===== config.mk =====
export PLATFORM = sky130hd
export DESIGN_NAME = vram_port_arbiter
export DESIGN_NICKNAME = d
export VERILOG_FILES = /design/src/rtl/vram_port_arbiter.sv
export SDC_FILE = /design/constraint.sdc
export NUM_CORES = 1
export LEC_CHECK = 0
export ABC_AREA = 0
export CAP_MARGIN = 20
export CORE_ASPECT_RATIO = 0.8
export CORE_MARGIN = 10
export CORE_UTILIZATION = 45
export CTS_CLUSTER_SIZE = 40
export DETAILED_ROUTE_END_ITERATION = 16
export PLACE_DENSITY = 0.76
export SLEW_MARGIN = 5
export SYNTH_ARGS = -nofsm -noshare
export SYNTH_HDL_FRONTEND = slang
export SYNTH_SLANG_ARGS = --single-unit

===== constraint.sdc =====
create_clock -name clk -period 2.75 [get_ports clk]
set_clock_uncertainty 0.05 [all_clocks]
set_input_delay 0.825 -clock clk [delete_from_list [all_inputs] [get_ports clk]]
set_output_delay 0.825 -clock clk [all_outputs]
set_load 0.05 [all_outputs]

===== src/rtl/vram_port_arbiter.sv =====
// ---------------------------------------------------------------------------
// vram_port_arbiter
//
// Purpose:
//   Shares one single-port synchronous VRAM between the display fetch path
//   and a run-time game-logic writer. Display reads always win the port.
//   Writer requests are queued in a small FIFO. The FIFO is drained only in
//   cycles where the display is not reading (blanking or off-layer pixels).
//
// Optional feature macro: ARB_STALL_CNT_EN
//   Defined   : stall_cycles counts cycles spent in HOLD and saturates at
//               16'hFFFF. Only rst clears it.
//   Undefined : stall_cycles is tied to zero and no counter is built.
//
// Ports:
//   clk, rst      system clock, asynchronous active-high reset
//   disp_en       display read request (transformer valid)
//   disp_addr     display read address
//   disp_data     read data, valid the cycle after disp_en
//   wr_valid      writer request valid
//   wr_ready      FIFO can accept a write
//   wr_addr       writer address
//   wr_data       writer data
//   ram_en        VRAM enable
//   ram_we        VRAM write enable
//   ram_addr      VRAM address
//   ram_wdata     VRAM write data
//   ram_rdata     VRAM read data (1-cycle synchronous)
//   fifo_count    number of buffered writes
//   busy          FIFO non-empty (FSM not IDLE)
//   stall_cycles  cycles the writer was held off (see macro above)
// ---------------------------------------------------------------------------
module vram_port_arbiter #(
  parameter int ADDR_W     = 15,
  parameter int DATA_W     = 13,
  parameter int FIFO_DEPTH = 4
) (
  input  logic                          clk,
  input  logic                          rst,
  input  logic                          disp_en,
  input  logic [ADDR_W-1:0]             disp_addr,
  output logic [DATA_W-1:0]             disp_data,
  input  logic                          wr_valid,
  output logic                          wr_ready,
  input  logic [ADDR_W-1:0]             wr_addr,
  input  logic [DATA_W-1:0]             wr_data,
  output logic                          ram_en,
  output logic                          ram_we,
  output logic [ADDR_W-1:0]             ram_addr,
  output logic [DATA_W-1:0]             ram_wdata,
  input  logic [DATA_W-1:0]             ram_rdata,
  output logic [$clog2(FIFO_DEPTH):0]   fifo_count,
  output logic                          busy,
  output logic [15:0]                   stall_cycles
);

  localparam int PTR_W = $clog2(FIFO_DEPTH);
  localparam int CNT_W = $clog2(FIFO_DEPTH) + 1;

  localparam logic [CNT_W-1:0] CNT_ZERO = '0;
  localparam logic [CNT_W-1:0] CNT_ONE  = CNT_W'(1);
  localparam logic [CNT_W-1:0] CNT_FULL = CNT_W'(FIFO_DEPTH);
  localparam logic [PTR_W-1:0] PTR_ONE  = PTR_W'(1);

  typedef enum logic [1:0] {
    IDLE  = 2'd0,
    DRAIN = 2'd1,
    HOLD  = 2'd2
  } state_t;

  // FIFO storage: the head is read combinationally so it can be presented
  // to the RAM in the same cycle that it pops.
  logic [ADDR_W-1:0] addr_mem [FIFO_DEPTH];
  logic [DATA_W-1:0] data_mem [FIFO_DEPTH];

  logic [PTR_W-1:0] wr_ptr_q, wr_ptr_d;
  logic [PTR_W-1:0] rd_ptr_q, rd_ptr_d;
  logic [CNT_W-1:0] count_q, count_d;
  state_t           state_q, state_d;

  logic push;
  logic pop;
  logic fifo_nonempty;

  assign fifo_nonempty = (count_q != CNT_ZERO);

  // wr_ready depends only on the registered count. A full FIFO therefore
  // refuses a write even in a cycle where it also pops.
  assign wr_ready = (count_q != CNT_FULL);
  assign push     = wr_valid && wr_ready;
  assign pop      = !disp_en && fifo_nonempty;

  // ---------------------------------------------------------------------
  // Port mux: display read > buffered write > idle
  // ---------------------------------------------------------------------
  always_comb begin
    ram_en    = 1'b0;
    ram_we    = 1'b0;
    ram_addr  = '0;
    ram_wdata = '0;
    if (disp_en) begin
      ram_en   = 1'b1;
      ram_addr = disp_addr;
    end else if (fifo_nonempty) begin
      ram_en    = 1'b1;
      ram_we    = 1'b1;
      ram_addr  = addr_mem[rd_ptr_q];
      ram_wdata = data_mem[rd_ptr_q];
    end
  end

  // The read data is a plain passthrough, so the read latency is the same
  // as for a directly attached VRAM.
  assign disp_data = ram_rdata;

  // ---------------------------------------------------------------------
  // FIFO pointers and count
  // ---------------------------------------------------------------------
  always_comb begin
    wr_ptr_d = wr_ptr_q;
    rd_ptr_d = rd_ptr_q;
    count_d  = count_q;
    if (push) begin
      wr_ptr_d = wr_ptr_q + PTR_ONE;
    end
    if (pop) begin
      rd_ptr_d = rd_ptr_q + PTR_ONE;
    end
    case ({push, pop})
      2'b10:   count_d = count_q + CNT_ONE;
      2'b01:   count_d = count_q - CNT_ONE;
      default: count_d = count_q;
    endcase
  end

  always_ff @(posedge clk or posedge rst) begin
    if (rst) begin
      wr_ptr_q <= '0;
      rd_ptr_q <= '0;
      count_q  <= '0;
    end else begin
      wr_ptr_q <= wr_ptr_d;
      rd_ptr_q <= rd_ptr_d;
      count_q  <= count_d;
    end
  end

  // The storage needs no reset: entries are only visible through count_q.
  always_ff @(posedge clk) begin
    if (push) begin
      addr_mem[wr_ptr_q] <= wr_addr;
      data_mem[wr_ptr_q] <= wr_data;
    end
  end

  assign fifo_count = count_q;

  // ---------------------------------------------------------------------
  // FSM: the next state is re-derived every cycle from the post-edge
  // occupancy and the current display request.
  // ---------------------------------------------------------------------
  always_comb begin
    state_d = state_q;
    if (count_d == CNT_ZERO) begin
      state_d = IDLE;
    end else if (disp_en) begin
      state_d = HOLD;
    end else begin
      state_d = DRAIN;
    end
  end

  always_ff @(posedge clk or posedge rst) begin
    if (rst) begin
      state_q <= IDLE;
    end else begin
      state_q <= state_d;
    end
  end

  assign busy = (state_q != IDLE);

  // ---------------------------------------------------------------------
  // Optional writer-stall counter
  // ---------------------------------------------------------------------
`ifdef ARB_STALL_CNT_EN
  logic [15:0] stall_q;

  always_ff @(posedge clk or posedge rst) begin
    if (rst) begin
      stall_q <= 16'h0000;
    end else if ((state_q == HOLD) && (stall_q != 16'hFFFF)) begin
      stall_q <= stall_q + 16'd1;
    end
  end

  assign stall_cycles = stall_q;
`else
  assign stall_cycles = 16'h0000;
`endif

endmodule


==> key figures <==
Run status
  – Status: complete, but fails checks
  – Failing checks: negative setup slack

Pwr
  – Max VDD drop: 793.1 uV
  – Pwr Density: 1168 mW/mm2
  – Leak: roughly 2.6 nW
  – Tot Pwr: around 0.0082 W

Worst setup path
  – Arr. time, crit path: around 2 ns
  – Critical path startpoint category: flop
  – Worst Path Required: about 1.9 ns
  – Critical Path End Type: output port
  – Critical path peak fanout: 11
  – Setup CP Type: reg2out

Yosys
  – Largest family of logic cells by synthesized area: multiplexers
  – Syn. warnings: 0
  – Synth Register Bits: 121
  – Yosys top cell area share: approximately 67%
  – Post-synthesis cell area: ~0.0050 mm2
  – Synth Area per Inst: approximately 20 um2
  – Xor/xnor share of the synthesized area: less than 1%
  – Post-synthesis mux area share: ~13%
  – Compound-Gate Fraction of Synth Area: between 3 and 4%
  – Simple-gate share of the synthesized area: 3.716%
  – Adder-Cell Fraction of Synth Area: 1.646%
  – Gate Count Post-Synth: 258
  – Synth area leaders: edfxtp_1, mux4_2, buf_4, dfrtp_1, a22o_1
  – Seq/Total Area, Yosys: 71.52%
  – Yosys cell types: 29
  – Biggest area consumer among synthesized cells: edfxtp_1

Cells and area
  – N_diodes: 0
  – NumNets Final: 422
  – Commonest non-fill, non-tap cell in the layout: edfxtp_1
  – Final non-filler cell total: 513
  – Commonest non-fill, non-tap cells in the layout: edfxtp_1, clkdlybuf4s50_1, buf_12, mux4_2, clkbuf_16
  – Layout cells sized above 1: 37.13%
  – Area growth, synth to finish: 40.40%
  – Finished layout cell area: around 0.0070 mm2

Route
  – Vias: about 2,600
  – DR vias/cell: just over 5
  – DR WL/cell: about 20 um
  – Pre-antenna DRT Iters: 4
  – Detailed-route DRC error count: 0
  – Final wirelength: around 10,000 um
  – Antenna Nets Post-Route: 0
  – Starting DRT DRC Count: approximately 160

Clock network
  – CTS buffer count: 17
  – Root buf cell: clkbuf_16
  – Clock Tree Buf Depth: 2
  – Sink Count: ~120
  – Htree depth: 4
  – Hold Buf Count CTS: 0
  – CTS clk-pin slew, worst paths: roughly 0.050 ns
  – Clk Latency, worst-skew pair: about 0.40 ns
  – CTS tree: done

Global routing
  – Global-route wire length before repair: roughly 16,000 um
  – Gr ovfl total: 0
  – Largest net degree at the start of global routing: 22
  – Initial antenna violation count: 0
  – GRT Total Usage: 13.48%
  – Via count of the first global-routing pass: 2,994

Die
  – Die footprint: roughly 0.016 mm2
  – # IOs: roughly 120
  – Row count: 34
  – Core area: between 0.01 and 0.015 mm2
  – Die height: 114.4 um
  – Initial Util: between 40 and 50%
  – Die Width: 138.1 um

Placement
  – Port Buffers: between 80 and 90
  – Cell Area, Placed: approximately 0.0063 mm2
  – Cell Count Post-Placement: 477
  – Routability cong.: approximately 0.72
  – HPWL Detailed: between 6000 and 7000 um

STA
  – Max Fclk: roughly 0.35 GHz
  – Final setup vio count: 21
  – Relative slew slack: 64.95%
  – Tmin final: 2.832 ns
  – Worst-Margin Slew: 0.5241 ns
  – Slew Viols, Final: 0
  – RSZ-0062 raised after global routing: yes
  – Final-report hold violation count: 0
  – Period utilization: 103.0%
  – Hold slack: between 0.5 and 0.6 ns
  – Setup WS post-layout: -0.08244 ns

Hold path
  – Worst hold path class: reg2reg

Run
  – Max-Cap Viols: 0
stage by stage:
step	setup WS [ns]	TNS, ns	util, %
final	-0.08244	-0.9474	64.68
after global routing	-0.1519	-2.889	64.68
after CTS	-0.1238	-1.849	64.28
after detailed placement	-0.2126	-4.178	57.93
after global placement	-0.1411	-3.627	57.93
after floorplan	0.0007101	0	-
flip-flops by register name, indices dropped and copies added, names as in the netlist:
register,flops
rd_ptr_q,2
wr_ptr_q,2
addr_mem,60
fifo_count,3
data_mem,52
state_q,2
per-layer routing:
layer | wire (um) | global-route usage [%]
met5 | 0 | 0
met1 | 4164 | 14.98
met2 | 5327 | 22.62
met4 | 102 | 4.839
met3 | 845 | 6.095
worst max-delay path: stages (launching register included):
cell     delay (ns)
dfrtp_2        0.43
buf_12         0.18
mux4_2         0.54
a22o_1         0.25
buf_12         0.15
kinds of logic (layout without fill, tap and decap cells):
family | Yosys count | count (layout)
flip-flops | 121 | 121
multiplexers | 29 | 29
other | 1 | 16
AND/OR/NAND/NOR | 29 | 29
buffers and inverters | 48 | 144
AO/OA/AOI/OAI | 19 | 19
adder cells (fa/ha/maj) | 6 | 6
XOR/XNOR | 5 | 5
area by class of cell:
type                    count  area, um2
clock inverters            15      171.4
inverters                   8      30.03
clock buffers              17      425.4
well taps                 144      180.2
flip-flops and latches    121       3592
fillers                   731       3846
repair buffers            104       1368
multi-input cells         104       1277
cell usage after synthesis:
library cell,instances
mux2_4,1
conb_1,1
nand2b_1,2
nor2_1,1
and2_4,1
ha_1,5
or3b_4,1
mux4_2,28
clkbuf_1,4
nor3b_1,1
nor3_1,1
fa_1,1
xnor2_1,2
inv_1,8
dfrtp_1,9
buf_4,30
buf_2,4
and2_1,14
nand2_1,2
edfxtp_1,112
and3_2,4
a22o_1,15
xor2_1,3
or2_2,1
a31oi_1,2
or3_1,1
o21ai_0,1
a21oi_1,1
buf_6,2
path summary, 6_finish.rpt:
kind | start | end | slack (ns) | cells after the start
hold reg to reg | fifo_count[0]$_DFF_PP0_ | fifo_count[0]$_DFF_PP0_ | 0.52 | 1
min in group asynchronous | rst | state_q[1]$_DFF_PP0_ | 0.64 | 2
max in group asynchronous | rst | rd_ptr_q[0]$_DFFE_PP0P_ | 1.73 | 2
setup / recovery | rd_ptr_q[0]$_DFFE_PP0P_ | ram_addr[12] | -0.08 | 4
hold / removal | fifo_count[0]$_DFF_PP0_ | fifo_count[0]$_DFF_PP0_ | 0.52 | 1
setup reg to reg | fifo_count[0]$_DFF_PP0_ | state_q[1]$_DFF_PP0_ | 0.25 | 9
timing repair:
item | CTS | global route
resized for setup | 15 | 2
cloned | 0 | 1
pin swaps | 3 | 0
setup buffers | 2 | 1
endpoints found under the setup margin | 30 | 28
power breakdown:
part	switching, W	internal, W
logic	0.00177	0.00166
clock network	0.000799	0.00143
registers	0.000131	0.00245
No activity file was read; power rests on OpenSTA's default activity.
==> edit: new RTL, same flow settings <==
Encoding of `state_t`: now one-hot (3 bits for 3 states).
--- a/src/rtl/vram_port_arbiter.sv
+++ b/src/rtl/vram_port_arbiter.sv
@@ -62,10 +62,10 @@
   localparam logic [CNT_W-1:0] CNT_FULL = CNT_W'(FIFO_DEPTH);
   localparam logic [PTR_W-1:0] PTR_ONE  = PTR_W'(1);
 
-  typedef enum logic [1:0] {
-    IDLE  = 2'd0,
-    DRAIN = 2'd1,
-    HOLD  = 2'd2
+  typedef enum logic [2:0] {
+    IDLE  = 3'b001,
+    DRAIN = 3'b010,
+    HOLD  = 3'b100
   } state_t;
 
   // FIFO storage: the head is read combinationally so it can be presented
Behaviour: no difference found for any inputs over 10 cycles, from zero or initial values and one cycle with rst high; not proved beyond that.
==> edit against the unedited design <==
Routed wire length up 1.6%. Critical path depth stayed put. Critical endpoint unchanged. Cell count is 0.97% higher. Final area is 0.52% higher. Total power is 0.96% higher. Count of clock-buffer cells in the layout unchanged. Via count is 3.2% higher. Synthesized area up 0.92%. Largest cell class unchanged. Fmax down 0.43%. The run still ends with negative setup slack left. Worst hold slack gained 0.68 ps. Worst setup slack lost 12 ps. Sequential cell count grew 1.
==> edit: results (changes against the unedited design) <==
- Status: finished with violations
- Failing checks: negative setup slack
- WL final: 10600 um (+1.6%)
- Post-CTS sizing: 22 (+7)
- Setup_tns: -1170 ps (-219 ps)
- Vias: 2674 (+3.2%)
- Hold slack: 521 ps (+0.676 ps)
- Global-route wire length before repair: 17200 um (+4.7%)
- Routed met1 length: 4330 um (+4.1%)
- Dpl cells: 482 (+1.0%)
- Crit path max fanout: 5 (-6)
- GRT met1 Usage: 15.9% (+0.92 points)
- Wire length on met3: 804 um (-4.9%)
- Average vias per placed instance: 5.16 (+2.2%)
- Net count, final: 428 (+1.4%)
- Layout cell share with drive strength beyond 1: 38.2% (+1.1 points)
- Met2 GRT Util: 23.7% (+1.0 points)
- Largest cells by area after synthesis: edfxtp_1 (66%), mux4_2 (12%), buf_4 (4.4%)
- Post-DP Area: 6350 um^2 (+0.73%)
- Post-synth cell types: 30 (+3.4%)
- Post-Synth XOR/XNOR Area: 1.04% (+0.16 points)
- Metal2 WL: 5330 um (about the same)
- Seq/Total Area, Yosys: 71.4% (-0.13 points)
- Post-synthesis compound-gate area fraction: 3.11% (+0.046 points)
- GR Util met3: 6.22% (+0.13 points)
- Crit-path max cell delay: 520 ps (-20 ps)
- Leak Pwr: 2.58 nW (+0.21%)
- Vias in the first global route: 3067 (+2.4%)
- Mux cell area share after synthesis: 12.8% (-0.12 points)
- Synth top cells by count: edfxtp_1 (112), buf_4 (30), mux4_2 (28)
- Fill cells: 739 (+1.1%)
- Dpl ws: -231 ps (-18.6 ps)
- Hold path depth: 1 (unchanged)
- Tightest Hold Check Type: flop to flop
- Drt initial violations: 201 (+30%)
- Post-synth ARST share: 8.20% (+0.76 points)
- Synth Area in Adders: 1.63% (-0.015 points)
- Post-Syn Area per Cell: 19.4 um^2 (-0.24%)
- CTS root buf: clkbuf_16
- Fin worst setup slack: -94.5 ps (-12.1 ps)
- Worst slew pin tran: 502 ps (-22.4 ps)
- Gpl congestion: 0.681 (-6.1%)
- Tot GR Track Use: 14.1% (+0.65 points)
- Setup violators final: 27 (+29%)
- R2r setup slk: 200 ps (-50 ps)
- Number of post-CTS setup repair buffers: 7 (+5)
- Max_cap viols: 0 (unchanged)
- Dpl hpwl: 7060 um (+1.4%)
- Max VDD drop: 0.604 mV (-24%)
==> edit: power breakdown <==
group | switching (mW) | total, mW | leakage, nW | internal (mW)
Combinational | 1.76 | 3.46 | 1.15 | 1.70
Sequential | 0.135 | 2.61 | 1.14 | 2.47
Clock | 0.814 | 2.24 | 0.288 | 1.42
==> edit: cell families after synthesis <==
group / after synthesis
compound gates: 19
flops: 122
simple gates: 31
fa+ha+maj: 6
xor+xnor: 6
buf+inv: 47
mux: 29
other cells: 1
==> edit: worst paths after layout <==
kind / to
max: ram_addr[12]
min: fifo_count[0]
max reg2reg: state_q[2]
min reg2reg: fifo_count[0]
max in group asynchronous: state_q[0]
min in group asynchronous: rd_ptr_q[1]
==> edit: layout make-up <==
cell class | instances | area [um^2] | area share (%)
timing repair buffer | 107 | 1400 | 19.7
clock inverter | 14 | 171 | 2.42
multi-input combinational | 107 | 1260 | 17.8
inverter | 7 | 26.3 | 0.371
clock buffer | 17 | 425 | 6.01
sequential | 122 | 3620 | 51.1
tap | 144 | 180 | 2.54
